--- config.mk ---
export PLATFORM = sky130hd
export DESIGN_NAME = mac_sequencer
export DESIGN_NICKNAME = d
export VERILOG_FILES = /design/src/rtl/mac_sequencer.sv
export SDC_FILE = /design/constraint.sdc
export NUM_CORES = 1
export LEC_CHECK = 0
export ABC_AREA = 1
export CORE_MARGIN = 2
export CORE_UTILIZATION = 40
export CTS_CLUSTER_SIZE = 8
export DETAILED_ROUTE_END_ITERATION = 10
export GPL_TIMING_DRIVEN = 1
export HOLD_SLACK_MARGIN = 0.15
export PLACE_DENSITY = 0.86
export SYNTH_ARGS = -nofsm -noshare
export SYNTH_HDL_FRONTEND = slang
export SYNTH_SLANG_ARGS = --single-unit
--- constraint.sdc ---
create_clock -name clk -period 1.5 [get_ports clk]
set_clock_uncertainty 0.2 [all_clocks]
set_input_delay 0.3 -clock clk [delete_from_list [all_inputs] [get_ports clk]]
set_output_delay 0.3 -clock clk [all_outputs]
set_load 0.05 [all_outputs]
--- src/rtl/mac_sequencer.sv ---
// mac_sequencer: control sequencer for a time-multiplexed FIR multiply/accumulate datapath.
// Each input sample is processed in PHASES multiplier passes, followed by one final
// accumulate/round step. The sequencer also tracks coefficient loading and honours
// downstream backpressure.
// Optional feature: define MAC_SEQ_STATS_EN to build the 16-bit completed-sample counter.
// When the macro is undefined, samples_done is tied to 0.
module mac_sequencer #(
    parameter int PHASES = 4,
    parameter int SEL_W  = 2,
    parameter int NCOEF  = 16,
    parameter int ADDR_W = 4
) (
    input  logic              clk,
    input  logic              reset,
    input  logic              PushIn,
    input  logic              PushCoef,
    input  logic              fifo_empty,
    input  logic              out_ready,
    output logic [SEL_W-1:0]  multiplier_mux_sel,
    output logic              partialProductAccumulate_valid,
    output logic              finalAccumulateRounding_en,
    output logic              fifoPullOut,
    output logic              coef_wr_en,
    output logic [ADDR_W-1:0] coef_wr_addr,
    output logic              coef_ready,
    output logic              coef_err,
    output logic              in_err,
    output logic [15:0]       samples_done
);

    typedef enum logic [1:0] {
        IDLE  = 2'd0,
        RUN   = 2'd1,
        ROUND = 2'd2
    } state_t;

    localparam logic [SEL_W-1:0]  LAST_SEL  = SEL_W'(PHASES - 1);
    localparam logic [ADDR_W-1:0] LAST_ADDR = ADDR_W'(NCOEF - 1);

    state_t state;
    logic   can_pull;

    // A new sample may start only once a full coefficient set is present and data is waiting.
    assign can_pull = coef_ready && !fifo_empty;

    // Mealy strobes: these are decoded from the registered state and the current inputs.
    // They are forced low while reset is asserted, so every output drops immediately.
    always_comb begin
        coef_wr_en                     = 1'b0;
        fifoPullOut                    = 1'b0;
        partialProductAccumulate_valid = 1'b0;
        finalAccumulateRounding_en     = 1'b0;
        if (reset) begin
            case (state)
                IDLE: begin
                    // A coefficient write takes priority over starting a sample.
                    if (PushCoef) begin
                        coef_wr_en = 1'b1;
                    end else if (can_pull) begin
                        fifoPullOut = 1'b1;
                    end
                end
                RUN: begin
                    partialProductAccumulate_valid = 1'b1;
                end
                ROUND: begin
                    // With out_ready low, stay in ROUND and keep every strobe low.
                    if (out_ready) begin
                        finalAccumulateRounding_en = 1'b1;
                        fifoPullOut                = can_pull;
                    end
                end
                default: ;
            endcase
        end
    end

    // Sequencing FSM: holds the state and the multiplier phase.
    // The phase value is left unchanged outside RUN.
    always_ff @(posedge clk or negedge reset) begin
        if (!reset) begin
            state              <= IDLE;
            multiplier_mux_sel <= '0;
        end else begin
            case (state)
                IDLE: begin
                    if (!PushCoef && can_pull) begin
                        state              <= RUN;
                        multiplier_mux_sel <= '0;
                    end
                end
                RUN: begin
                    // fifo_empty is deliberately ignored here.
                    // The next pull decision is made only in ROUND.
                    if (multiplier_mux_sel == LAST_SEL) begin
                        state <= ROUND;
                    end else begin
                        multiplier_mux_sel <= multiplier_mux_sel + 1'b1;
                    end
                end
                ROUND: begin
                    if (out_ready) begin
                        if (can_pull) begin
                            state              <= RUN;
                            multiplier_mux_sel <= '0;
                        end else begin
                            state <= IDLE;
                        end
                    end
                end
                default: begin
                    state <= IDLE;
                end
            endcase
        end
    end

    // Coefficient load tracking: advance the write address and maintain the full-set flag.
    always_ff @(posedge clk or negedge reset) begin
        if (!reset) begin
            coef_wr_addr <= '0;
            coef_ready   <= 1'b0;
        end else if (state == IDLE && PushCoef) begin
            // A write at address 0 begins a new set, so the old set is no longer complete.
            if (coef_wr_addr == '0) begin
                coef_ready <= 1'b0;
            end
            if (coef_wr_addr == LAST_ADDR) begin
                coef_wr_addr <= '0;
                coef_ready   <= 1'b1;
            end else begin
                coef_wr_addr <= coef_wr_addr + 1'b1;
            end
        end
    end

    // Sticky error flags; only reset clears them.
    always_ff @(posedge clk or negedge reset) begin
        if (!reset) begin
            coef_err <= 1'b0;
            in_err   <= 1'b0;
        end else begin
            // coef_err: a coefficient arrived while a sample was in flight.
            if (PushCoef && state != IDLE) begin
                coef_err <= 1'b1;
            end
            // in_err: a sample was pushed while no complete coefficient set was loaded.
            if (PushIn && !coef_ready) begin
                in_err <= 1'b1;
            end
        end
    end

`ifdef MAC_SEQ_STATS_EN
    logic [15:0] sample_count;

    // Completed-sample counter: counts rounding strobes and wraps 65535 -> 0.
    always_ff @(posedge clk or negedge reset) begin
        if (!reset) begin
            sample_count <= 16'd0;
        end else if (finalAccumulateRounding_en) begin
            sample_count <= sample_count + 16'd1;
        end
    end

    assign samples_done = sample_count;
`else
    assign samples_done = 16'd0;
`endif

endmodule

==> impl_metrics.yaml <==
cells_and_area:
  regArea_um2: 281.5
  stdcell_area_um2: 1276
  layout_common_cells: "16 x conb_1, 15 x buf_4, 14 x nand2_1"
  fin_util: 0.7391
  diodes: 0
  nFillCells: 138
  final_common_cell: "conb_1"
  area_growth_pct: 72.88
  fin_nets: 142
  multiInputGateArea_um2: 431.7
  drive_gt1_frac: 0.4545
setup_path:
  crit_type: "reg2out"
  slowest_delay_ns: 0.45
  cp-end-kind: "primary output"
  path_cells: "buf_4 > nor4_4 > buf_12"
  timing.critical_path.buf_inv: 2
  start_kind: "flop"
  critPathArrivalTime_ns: 1.36
  worstPathMaxFanout: 4
  cp.required_ns: 1.00
  slowest_stage: "dfrtp_2"
  cp_top_family: "flip-flops"
status:
  violations: "negative setup slack"
  status: "finished, violations left"
sta:
  rsz0062_at_grt: "true"
  final_hold_viol_count: 0
  timing_max_transition_violations_final: 0
  setup_viol: 5
  fin_ws_ns: -0.3612
  period_share: 1.241
  period_needed_ns: 1.861
  fmax_mhz: 537.3
  fin_hold_ws_ns: 0.1872
run:
  cap_violations: 0
power:
  ir_worst_vdd_mv: 1.540
  p_leak_nw: 0.6176
  power.total_w: 0.002345
  p_per_area_nw_per_um2: 1837
grt:
  track_usage: 0.1792
  grt_pass1_wl_um: 2704
  antenna_found_initial: 0
  grt_max_degree: 12
  grt_pass1_vias: 635
  overflow: 0
clocking:
  postCtsHoldBufs: 0
  htreeDepth: 1
  clockBufferDepth: 2
  cts.sinks: 11
  cts_tree: "done"
  clk_pin_slew_ns: 0.07
  insertion_delay_ns: 0.27
  cts-buffers-inserted: 3
  cts-root-buf: "clkbuf_4"
routing:
  vias: 697
  drt-pass1-iter-count: 4
  drc: 0
  via_per_inst: 4.439
  drtIter0Drc: 6
  postRouteAntennaNets: 0
  avgRoutedWirePerCell_um: 11.01
  wirelength_um: 1729
floorplanning:
  start_util: 0.4275
  dieArea_um2: 2205
  core_area_um2: 1727
  die_h_um: 46.96
  pin_count: 35
  rows: 15
  dieWidth_um: 46.96
yosys:
  synth_top_family_by_area: "simple AND/OR/NAND/NOR gates"
  syn_avg_cell_area_um2: 7.938
  synth_compound_area_frac: 0.04068
  yosysUniqueCellTypes: 21
  ys.warnings.count: 0
  synthXorXnorAreaFrac: 0.01186
  synth.area.mux_share: 0
  seq_area_frac_synth: 0.3729
  ys_seq_elements: 11
  synth_fa_ha_area_frac: 0.05085
  netlist_instances: 93
  yosys.area_share.simple: 0.2949
  synth_area_um2: 738.2
place:
  place_congestion: 0.8433
  place_hpwl_um: 1394
  dp_slack_ns: -0.4458
  io_buffers: 18
  placed_area_um2: 1170
hold_path:
  min_path_type: "in2async"
[final timing paths]
| kind | end | startpoint | cells past startpoint | slack [ns] |
|---|---|---|---|---|
| worst max-delay path | finalAccumulateRounding_en | state[0] | 3 | -0.36 |
| worst min-delay path | coef_ready | reset | 2 | 0.19 |
| worst max register to register | state[0] | state[1] | 9 | 0.03 |
| worst min register to register | in_err | in_err | 1 | 0.32 |
| max in group asynchronous | state[1] | reset | 2 | 0.75 |
| min in group clk | in_err | in_err | 1 | 0.32 |
[worst register-to-register path, stage by stage (launching register included)]
cell	delay, ns
dfrtp_2	0.44
inv_2	0.10
buf_6	0.11
buf_6	0.09
nand2_4	0.05
buf_6	0.13
inv_6	0.06
nand2_4	0.05
buf_4	0.13
nand2_1	0.06
[cells by family after synthesis]
group,count (synthesis)
adder cells (fa/ha/maj),3
AND/OR/NAND/NOR,44
XOR/XNOR,1
other,1
AO/OA/AOI/OAI,5
flip-flops,11
buffers and inverters,28
[metrics by stage]
stage | TNS (ns) | std cells
2_1_floorplan | -0.4248 | 108
3_3_place_gp | -1.889 | 149
3_5_place_dp | -2.233 | 149
4_1_cts | -1.443 | 155
5_1_grt | -1.667 | 157
6_report | -1.324 | 157
[layer usage]
| metal | vias up | track usage | wire length [µm] |
|---|---|---|---|
| met5 | - | 0 | 0 |
| met4 | 0 | 0.07778 | 29 |
| met3 | 4 | 0.04615 | 103 |
| met2 | 28 | 0.3151 | 958 |
| met1 | 326 | 0.2043 | 638 |
| li1 | 339 | - | - |
[Yosys cell counts (all sizes together)]
| library cell | n | share of area |
|---|---|---|
| nand2 | 18 | 0.098 |
| buf | 16 | 0.16 |
| nor2 | 13 | 0.086 |
| inv | 12 | 0.061 |
| dfrtp | 11 | 0.37 |
| nand3 | 6 | 0.047 |
| nand4 | 4 | 0.034 |
| ha | 3 | 0.051 |
| o21ai | 3 | 0.020 |
| a21o | 1 | 0.010 |
| and2 | 1 | 0.012 |
| conb | 1 | 0.0051 |
| nor4 | 1 | 0.0085 |
| o21bai | 1 | 0.010 |
| or2 | 1 | 0.0085 |
| xnor2 | 1 | 0.012 |
[power breakdown]
group / internal, W / switching [W]
clock: 0.000103 / 0.0000949
sequential: 0.000409 / 0.000171
combinational: 0.000696 / 0.000870
[area by class of cell]
type	count	area share
repair buffers	36	0.3569
multi-input cells	69	0.3382
flip-flops and latches	11	0.2206
inverters	12	0.03922
well taps	25	0.02451
clock buffers	4	0.02059
[sequential cells by signal (all words and copies together), names as in the netlist]
name,flops
in_err,1
coef_err,1
multiplier_mux_sel,2
coef_wr_addr,4
state,2
coef_ready,1
[timing repair]
item / in CTS / in global routing
pin swaps: 5 / 10
endpoints found under the setup margin: 4 / 10
gates resized for setup: 7 / 13
setup buffers: 2 / 3
Power figures use the tool's default switching activity.
